### src/rtl/adder_ring_counter_if.sv
// Control/result bundle between the measurement wrapper (master) and the ring counter (slave).
// Carries enable/start/window in, the async ring tap in, and ring enable, status and held result out.
interface adder_ring_counter_if #(
  parameter int WIN_W = 16,
  parameter int CNT_W = 16
);
  logic             active;
  logic             start;
  logic [WIN_W-1:0] window;
  logic             chain_out;
  logic             ring_en;
  logic             busy;
  logic             done;
  logic [CNT_W-1:0] count;
  logic             overflow;

  modport master (
    output active, start, window, chain_out,
    input  ring_en, busy, done, count, overflow
  );

  modport slave (
    input  active, start, window, chain_out,
    output ring_en, busy, done, count, overflow
  );
endinterface

### src/rtl/adder_ring_counter.sv
// Gates the adder ring oscillator for a programmable window and counts synchronised chain_out rises.
// done pulses SETTLE_CYC+window+3 edges after start; no backpressure, start ignored while busy, active low aborts.
module adder_ring_counter #(
  parameter int WIN_W      = 16,
  parameter int CNT_W      = 16,
  parameter int SETTLE_CYC = 4
) (
  input logic                 wb_clk_i,
  input logic                 wb_rst_n,
  adder_ring_counter_if.slave bus
);

  typedef enum logic [2:0] {
    S_IDLE,
    S_SETTLE,
    S_COUNT,
    S_DRAIN,
    S_DONE
  } state_t;

  localparam logic [WIN_W-1:0] SETTLE_LAST = WIN_W'(SETTLE_CYC - 1);
  localparam logic [WIN_W-1:0] DRAIN_LAST  = WIN_W'(2);
  localparam logic [CNT_W-1:0] CNT_MAX     = '1;

  state_t           state_q;
  logic [WIN_W-1:0] win_q;
  logic [WIN_W-1:0] tmr_q;
  logic             ring_en_q;
  logic             busy_q;
  logic             done_q;
  logic [CNT_W-1:0] count_q;
  logic             ovf_q;
  logic [CNT_W-1:0] cnt_q, cnt_d;
  logic             sat_q, sat_d;
  logic [2:0]       sync_q;
  logic [1:0]       gate_q;
  logic             launch;
  logic             rise;

  assign launch = (state_q == S_IDLE) && bus.active && bus.start;
  assign rise   = sync_q[1] & ~sync_q[2];

  assign bus.ring_en  = ring_en_q;
  assign bus.busy     = busy_q;
  assign bus.done     = done_q;
  assign bus.count    = count_q;
  assign bus.overflow = ovf_q;

  // Two gate flops plus the counter register give the same 3-cycle delay as the synchroniser path.
  always_ff @(posedge wb_clk_i or negedge wb_rst_n) begin
    if (!wb_rst_n) begin
      sync_q <= '0;
      gate_q <= '0;
      cnt_q  <= '0;
      sat_q  <= 1'b0;
    end else begin
      sync_q <= {sync_q[1:0], bus.chain_out};
      gate_q <= (state_q == S_IDLE) ? 2'b00 : {gate_q[0], state_q == S_COUNT};
      cnt_q  <= cnt_d;
      sat_q  <= sat_d;
    end
  end

  always_comb begin
    cnt_d = cnt_q;
    sat_d = sat_q;
    if (launch) begin
      cnt_d = '0;
      sat_d = 1'b0;
    end else if ((state_q != S_IDLE) && gate_q[1] && rise) begin
      if (cnt_q == CNT_MAX) sat_d = 1'b1;
      else                  cnt_d = cnt_q + 1'b1;
    end
  end

  always_ff @(posedge wb_clk_i or negedge wb_rst_n) begin
    if (!wb_rst_n) begin
      state_q   <= S_IDLE;
      win_q     <= '0;
      tmr_q     <= '0;
      ring_en_q <= 1'b0;
      busy_q    <= 1'b0;
      done_q    <= 1'b0;
      count_q   <= '0;
      ovf_q     <= 1'b0;
    end else if (!bus.active) begin
      state_q   <= S_IDLE;
      ring_en_q <= 1'b0;
      busy_q    <= 1'b0;
      done_q    <= 1'b0;
    end else begin
      done_q <= 1'b0;
      unique case (state_q)
        S_IDLE: begin
          if (bus.start) begin
            win_q     <= bus.window;
            tmr_q     <= SETTLE_LAST;
            ring_en_q <= 1'b1;
            busy_q    <= 1'b1;
            state_q   <= S_SETTLE;
          end
        end
        S_SETTLE: begin
          if (tmr_q != '0) begin
            tmr_q <= tmr_q - 1'b1;
          end else if (win_q == '0) begin
            tmr_q     <= DRAIN_LAST;
            ring_en_q <= 1'b0;
            state_q   <= S_DRAIN;
          end else begin
            tmr_q   <= win_q - 1'b1;
            state_q <= S_COUNT;
          end
        end
        S_COUNT: begin
          if (tmr_q != '0) begin
            tmr_q <= tmr_q - 1'b1;
          end else begin
            tmr_q     <= DRAIN_LAST;
            ring_en_q <= 1'b0;
            state_q   <= S_DRAIN;
          end
        end
        S_DRAIN: begin
          if (tmr_q != '0) begin
            tmr_q <= tmr_q - 1'b1;
          end else begin
            done_q  <= 1'b1;
            count_q <= cnt_q;
            ovf_q   <= sat_q;
            state_q <= S_DONE;
          end
        end
        S_DONE: begin
          busy_q  <= 1'b0;
          state_q <= S_IDLE;
        end
        default: state_q <= S_IDLE;
      endcase
    end
  end

endmodule

### src/flat_wrapper.sv
// flat-port wrapper written by rule: the top's interface ports become plain ports
module adder_ring_counter_flat 
#(
  parameter int WIN_W      = 16,
  parameter int CNT_W      = 16,
  parameter int SETTLE_CYC = 4
)
  (wb_clk_i, wb_rst_n, bus_active, bus_start, bus_window, bus_chain_out, bus_ring_en, bus_busy, bus_done, bus_count, bus_overflow);
  adder_ring_counter_if #(.WIN_W(WIN_W), .CNT_W(CNT_W)) bus_i ();
  input logic wb_clk_i;
  input logic wb_rst_n;
  input wire logic [$bits(bus_i.active)-1:0] bus_active;
  input wire logic [$bits(bus_i.start)-1:0] bus_start;
  input wire logic [$bits(bus_i.window)-1:0] bus_window;
  input wire logic [$bits(bus_i.chain_out)-1:0] bus_chain_out;
  output wire logic [$bits(bus_i.ring_en)-1:0] bus_ring_en;
  output wire logic [$bits(bus_i.busy)-1:0] bus_busy;
  output wire logic [$bits(bus_i.done)-1:0] bus_done;
  output wire logic [$bits(bus_i.count)-1:0] bus_count;
  output wire logic [$bits(bus_i.overflow)-1:0] bus_overflow;
  assign bus_i.active = bus_active;
  assign bus_i.start = bus_start;
  assign bus_i.window = bus_window;
  assign bus_i.chain_out = bus_chain_out;
  assign bus_ring_en = bus_i.ring_en;
  assign bus_busy = bus_i.busy;
  assign bus_done = bus_i.done;
  assign bus_count = bus_i.count;
  assign bus_overflow = bus_i.overflow;
  adder_ring_counter #(.WIN_W(WIN_W), .CNT_W(CNT_W), .SETTLE_CYC(SETTLE_CYC)) u_core (.wb_clk_i(wb_clk_i), .wb_rst_n(wb_rst_n), .bus(bus_i));
endmodule
### config.mk
export PLATFORM = sky130hd
export DESIGN_NAME = adder_ring_counter_flat
export DESIGN_NICKNAME = d
export VERILOG_FILES = /design/src/rtl/adder_ring_counter_if.sv /design/src/rtl/adder_ring_counter.sv /design/src/flat_wrapper.sv
export SDC_FILE = /design/constraint.sdc
export NUM_CORES = 1
export LEC_CHECK = 0
export ABC_AREA = 1
export CORE_ASPECT_RATIO = 1.75
export CORE_MARGIN = 4
export CORE_UTILIZATION = 50
export CTS_CLUSTER_DIAMETER = 150
export DETAILED_ROUTE_END_ITERATION = 6
export HOLD_SLACK_MARGIN = 0.03
export PLACE_DENSITY = 0.77
export SYNTH_ARGS = -nofsm -noshare
export SYNTH_HDL_FRONTEND = slang
export SYNTH_SLANG_ARGS = --single-unit
export TNS_END_PERCENT = 100
### constraint.sdc
create_clock -name wb_clk_i -period 4.21 [get_ports wb_clk_i]
set_input_delay 1.263 -clock wb_clk_i [delete_from_list [all_inputs] [get_ports wb_clk_i]]
set_output_delay 1.263 -clock wb_clk_i [all_outputs]
set_load 0.05 [all_outputs]
==> results of run 1 <==
-- placed cells by master, fill, tap and decap left out, types with 2 or more instances in the layout --
master / instances
nand2_1: 189
dfrtp_1: 77
nor2_1: 59
inv_1: 53
nand3_1: 40
clkdlybuf4s50_1: 39
xor2_1: 23
o21ai_0: 22
o21ai_1: 22
o21ai_2: 16
nor3_1: 14
inv_2: 12
nand4_1: 9
clkbuf_16: 9
nor2_2: 6
nor2_4: 6
nand2_2: 6
a21oi_1: 6
nand3_2: 5
xnor2_1: 4
nand3b_1: 4
ha_1: 3
nand3_4: 2
inv_6: 2
bufinv_16: 2
-- metal layers --
metal	vias to the layer above	GRT usage, %	part of all wire, %
li1	1994	-	-
met1	1857	25.0	37
met2	119	42.9	56
met3	44	3.16	3.2
met4	0	11.8	3.9
met5	-	0	0
-- flip-flops by register name, summed over array words and instances (netlist names), 2 cells and up --
signal            count
u_core.bus.count     16
u_core.cnt_q         16
u_core.tmr_q         16
u_core.win_q         16
u_core.state_q        3
u_core.sync_q         3
u_core.gate_q         2
-- cells by family (layout without fill, tap and decap cells) --
kind of cell	Yosys count	after routing	share of synthesized area [%]
compound gates	68	68	8.90
xor+xnor	27	27	5.19
fa+ha+maj	3	3	0.824
buf+inv	77	122	7.52
flops	77	77	42.3
simple gates	347	347	35.3
-- power by group --
part	total, uW	internal [uW]	switching [uW]
combinational	1420	461	960
sequential	1080	912	165
clock	866	529	337
-- per-stage QoR --
stage	area (sq um)	hold slack (ns)	total power, uW
final	5340	0.360	3360
after global routing	5340	0.361	3600
after CTS	5340	0.361	3370
after detailed placement	5010	0.346	2490
after global placement	5010	0.335	2460
after floorplan	4560	0.331	2150
-- path summary, 6_finish.rpt --
kind                       depth (start not counted)  slack [ns]              from               end
setup / recovery                                   9        1.13        bus_active   u_core.cnt_q[4]
hold / removal                                     0        0.36  u_core.sync_q[0]  u_core.sync_q[1]
setup reg to reg                                  10        1.94   u_core.cnt_q[0]   u_core.cnt_q[4]
hold reg to reg                                    0        0.36  u_core.sync_q[0]  u_core.sync_q[1]
max in group asynchronous                          1        2.50          wb_rst_n   u_core.bus.done
min in group asynchronous                          1        1.06          wb_rst_n  u_core.tmr_q[14]
-- cell type report --
class | count | area (sq um) | area share, %
clock buffers | 9 | 225 | 4.22
inverters | 66 | 249 | 4.67
clock inverters | 7 | 105 | 1.97
multi-input cells | 445 | 2290 | 42.8
well taps | 117 | 146 | 2.74
repair buffers | 40 | 398 | 7.46
flip-flops and latches | 77 | 1930 | 36.1
==> metrics.md, run 1 <==
| Metric | Value |
|---|---|
| Largest net degree at the start of global routing | slightly below 80 |
| Mapped Cells | about 600 |
| GR Util All Layers | between 20% and 30% |
| Synthesis-stage register bit count | 77 |
| Status | finished, final reports clean |
| Routed WL | 11500 um |
| N_diodes | 0 |
| Place WS | 0.774 ns |
| Gpl congestion | roughly 0.96 |
| Clk Latency, worst-skew pair | about 0.34 ns |
| Top post-synthesis cells by count | 189 x nand2_1, 77 x dfrtp_1, 59 x nor2_1 |
| Mean Syn Cell Area | around 7.6 sq um |
| Worst IR Drop VDD | between 0.3 and 0.4 mV |
| Clk root buf | clkbuf_16 |
| Post-cts sizing count | 0 |
| Sink Count | 77 |
| Proportion of layout cells with a drive suffix above 1 | 12.0% |
| Worst Hold Class | flop to flop |
| Placed insts | 745 |
| Most numerous cell in the Yosys netlist | nand2_1 |
| First-pass GRT wire length | 19500 um |
| CTS tree | built |
| Die Span Y | around 130 um |
| Main synth FF type | dfrtp_1 |
| Endpoints failing hold | 0 |
| Synthesized Nets | approximately 620 |
| Die X | between 80 and 90 um |
| Final setup fails | 0 |
| CP Launch Type | input port |
| DIE AREA | ~0.011 sq mm |
| WP data required | between 4 and 5 ns |
| Routed Antenna Nets | 0 |
| Fin util | roughly three fifths |
| Synth area leader | dfrtp_1 |
| Largest stage delay on the critical path | a little over 0.6 ns |
| Period utilization | around three quarters |
| Top cell type's share of synthesized area | between 40% and 50% |
| Crit path buffers/inverters | 2 |
| CP Max Fanout | 22 |
| # H-tree levels | 3 |
| Filler cell count | ~790 |
| Vias | 4014 |
| Row Count | between 40 and 50 |
| Max Cap Viol | 0 |
| Remaining routing DRC violations | 0 |
| Vias in the first global route | roughly 4.1k |
| Pwr Density | 630 mW/mm^2 |
| CP delay by family, top | simple AND/OR/NAND/NOR gates |
| Starting density of the core | 51.9% |
| DRT iter0 DRCs | 237 |
| Synth area leaders | dfrtp_1 42%, nand2_1 16%, nor2_1 4.9% |
| Worst-path cell chain | clkdlybuf4s50_1 -> inv_2 -> nor2_2 -> nand3_2 -> nand2_2 -> nand2_1 -> nand2_1 -> nand2_1 -> nor2_1 |
| Vias per cell | about 5.3 |
| Initial antenna violation count | 0 |
| CP most frequent cell | nand2_1 |
| Slowest CP cell | clkdlybuf4s50_1 |
| I/O pin count | slightly above 40 |
| Area Overhead vs Synth | 17.1% |
| Critical path arrival | about 3.4 ns |
| Max Buffers Root-to-Sink | 2 |
| Grt total ovfl | 0 |
| Slack of the critical path | ~1.1 ns |
| Core Box Area | approximately 0.0088 sq mm |
| Num CTS Buffers | 9 |
| # Post-CTS Setup Buffers | 0 |
| RSZ-0062 raised after global routing | no |
| Fmax | 325 MHz |
| Detailed Place HPWL | 8690 um |
| Slew HR | about a third |
| Synth warn | 0 |
| Static Leak | 0.00255 uW |
| Final nets | around 660 |
| Port bufs | 40 |
| Number of synthesized flops with an enable pin | 0 |
| Asr flop ratio synth | 100% |
| Fin Clk Skew | between 0.006 and 0.007 ns |
| Critical path endpoint category | flop |
| Post-synth cell types | 35 |
| Final Max Tran Viols | 0 |
| Sequential element share of the synthesized area | 42.3% |
| Post-route insts no fill | 761 |
| CTS clk-pin slew, worst paths | about 0.060 ns |
| Mapped Area | around 0.0046 sq mm |
| Setup TNS | 0 ns |
| Slew @ Worst Pin | roughly 0.98 ns |
| DR WL/cell | 15.1 um |
| Hold Buf Count CTS | 0 |
| Crit Path Class | input port to flop |
| Tmin final | ~3 ns |
| DRT Pass-1 Iters | 5 |
Power figures use the tool's default switching activity.
==> inputs of run 2 (changes only) <==
PLACE_DENSITY = 0.8   (was 0.77)
clock period = 2.8 ns   (was 4.21 ns; I/O delays follow)
==> run 2 against run 1 <==
  * Flip-flop and latch count unchanged
  * First-iteration DRC count grew 0.84%
  * Hold slack lost 0.013 ns
  * Combinational power is 52% higher
  * Final cell count grew 0.39%
  * Clock-buffer cell count up 1
  * Sequential share of layout area fell by 0.18 points
  * Global-route usage increased by 0.26 points
  * Sequential power up 50%
  * Critical endpoint is now bus_count[8]
  * Clock skew increased by 0.00053 ns
  * Via count increased by 1.5%
  * Setup slack lost 0.67 ns
==> metrics.md, run 2 (same netlist as run 1, synthesis figures left out) <==
| Metric | Value |
|---|---|
| Final Cell Area | 0.00536 sq mm (was 0.00534 sq mm) |
| Routed Antenna Nets | 0 (unchanged) |
| Clk Latency, worst-skew pair | 0.33 ns (was 0.34 ns) |
| Vias in the first global route | 4254 (was 4132) |
| Clk root buf | clkbuf_16 (unchanged) |
| Slew HR | 65.7% (was 34.8%) |
| DIE AREA | 0.0108 sq mm (unchanged) |
| Vias | 4076 (was 4014) |
| Post-route insts no fill | 764 (was 761) |
| R2r startpoint | u_core.cnt_q[0] (unchanged) |
| Slack of the critical path | 0.464 ns (was 1.13 ns) |
| Commonest cells after routing, fill and taps aside | 189 x nand2_1, 77 x dfrtp_1, 59 x nor2_1 (unchanged) |
| CTS clk-pin slew, worst paths | 0.06 ns (about the same) |
| Slew @ Worst Pin | 0.513 ns (was 0.977 ns) |
| Final nets | 667 (was 663) |
| Core Box Area | 0.00878 sq mm (unchanged) |
| Period utilization | between 80% and 90% |
| Row Count | 45 (unchanged) |
| Die X | 80.2 um (unchanged) |
| Hold depth | 0 (unchanged) |
| Crit path buffers/inverters | 1 (was 2) |
| Area Overhead vs Synth | 17.7% (was 17.1%) |
| Worst IR Drop VDD | 0.629 mV (was 0.329 mV) |
| Starting density of the core | 51.9% (unchanged) |
| Placed insts | 749 (was 745) |
| Critical path arrival | 1.50 ns (was 3.35 ns) |
| Filler cell count | 792 (was 786) |
| Die Span Y | 134 um (unchanged) |
| Worst Reg-to-Reg Cells | 10 (unchanged) |
| Largest stage delay on the critical path | 0.81 ns (was 0.62 ns) |
| WP data required | 1.96 ns (was 4.49 ns) |
| Hold path endpoint | u_core.sync_q[1] (unchanged) |
| R2r endpoint | u_core.cnt_q[4] (unchanged) |
| Post-placement cell area | 0.00505 sq mm (was 0.00501 sq mm) |
| Largest net degree at the start of global routing | 54 (was 78) |
| FF-to-FF setup slack | 0.56 ns (was 1.94 ns) |
| Tmin final | 2.34 ns |
| DR WL/cell | 15.4 um (was 15.1 um) |
| Static Leak | 0.00257 uW (was 0.00255 uW) |
| CP delay by family, top | buffers and inverters (was simple AND/OR/NAND/NOR gates) |
| Max Buffers Root-to-Sink | 2 (unchanged) |
| Remaining routing DRC violations | 0 (unchanged) |
| Initial antenna violation count | 0 (unchanged) |
| GR Util All Layers | 23.5% (was 23.2%) |
| Most common cell after layout, fill and taps aside | nand2_1 (unchanged) |
| Slowest CP cell | clkdlybuf4s50_1 (unchanged) |
| Endpoints failing hold | 0 (unchanged) |
| # Post-CTS Setup Buffers | 0 (unchanged) |
| Num CTS Buffers | 9 (unchanged) |
| Vias per cell | 5.34 (was 5.27) |
| CP Launch Type | flop (was input port) |
| Crit Path Class | flop to primary output (was input port to flop) |
| Worst Hold Class | flop to flop (unchanged) |
| Critical hold path startpoint | u_core.sync_q[0] (unchanged) |
| Port bufs | 40 (unchanged) |
| Fmax | ~430 MHz |
| I/O pin count | 41 (unchanged) |
| Post-cts sizing count | 0 (unchanged) |
| Pwr Density | 938 mW/mm^2 (was 630 mW/mm^2) |
| Proportion of layout cells with a drive suffix above 1 | 12.4% (was 12.0%) |
| DRT iter0 DRCs | 239 (was 237) |
| # H-tree levels | 3 (unchanged) |
| Detailed Place HPWL | 8780 um (was 8690 um) |
| DRT Pass-1 Iters | 5 (unchanged) |
| Hold Buf Count CTS | 0 (unchanged) |
| Fin Clk Skew | 0.00678 ns (was 0.00625 ns) |
| Sink Count | 77 (unchanged) |
| RSZ-0062 raised after global routing | no (unchanged) |
| Hold slack | 0.347 ns (was 0.360 ns) |
| Place WS | 0.329 ns (was 0.774 ns) |
| Worst-path cell chain | clkdlybuf4s50_1 (was clkdlybuf4s50_1 -> inv_2 -> nor2_2 -> nand3_2 -> nand2_2 -> nand2_1 -> nand2_1 -> nand2_1 -> nor2_1) |
| N_diodes | 0 (unchanged) |
| Max Cap Viol | 0 (unchanged) |
| Routed WL | 11700 um (was 11500 um) |
| CP Max Fanout | 2 (was 22) |
| First-pass GRT wire length | 19700 um (was 19500 um) |
| CTS tree | built (unchanged) |
| Status | finished, final reports clean (unchanged) |
| Final setup fails | 0 (unchanged) |
| Setup TNS | 0 ns (unchanged) |
| Gpl congestion | 0.980 (was 0.962) |
| Critical path endpoint category | primary output (was flop) |
| Grt total ovfl | 0 (unchanged) |
| Final Max Tran Viols | 0 (unchanged) |
run 2: layer usage:
metal  global-route usage [%]  up-vias  wire length, um
met5                        0        -                0
met3                     4.17       41              387
met1                     23.8     1919             4250
met2                     43.6      122             6540
li1                         -     1994                -
met4                     13.2        0              569
run 2: worst max-delay path by stage:
stage,from,to,slack (ns),cells after the start
floorplan,bus_active,u_core.cnt_q[2],1.13,6
global placement,bus_active,u_core.cnt_q[4],0.38,9
detailed placement,bus_active,u_core.cnt_q[4],0.33,9
CTS,u_core.bus.overflow,bus_overflow,0.44,1
global route,u_core.cnt_q[0],u_core.cnt_q[4],0.39,10
finish,u_core.bus.count[8],bus_count[8],0.46,1
run 2: through the flow:
stage / total power, uW / util (%)
2_1_floorplan: 3230 / -
3_3_place_gp: 3710 / 57.5
3_5_place_dp: 3760 / 57.5
4_1_cts: 5030 / 61.1
5_1_grt: 5370 / 61.1
6_report: 5030 / 61.1
run 2: power by group:
group	switching (uW)	internal [uW]	leakage (uW)	total, uW
clock network	445	795	0.000158	1240
logic	1460	706	0.00138	2160
registers	251	1370	0.00103	1620
total	2150	2870	0.00257	5030
run 2: layout make-up:
cell class                 instances  area [sq um]  area share (%)
sequential                        77          1930            35.9
clock buffer                      10           239            4.46
timing repair buffer              44           440            8.21
tap                              117           146            2.73
clock inverter                     5          75.1            1.40
inverter                          66           249            4.64
multi-input combinational        445          2290            42.6
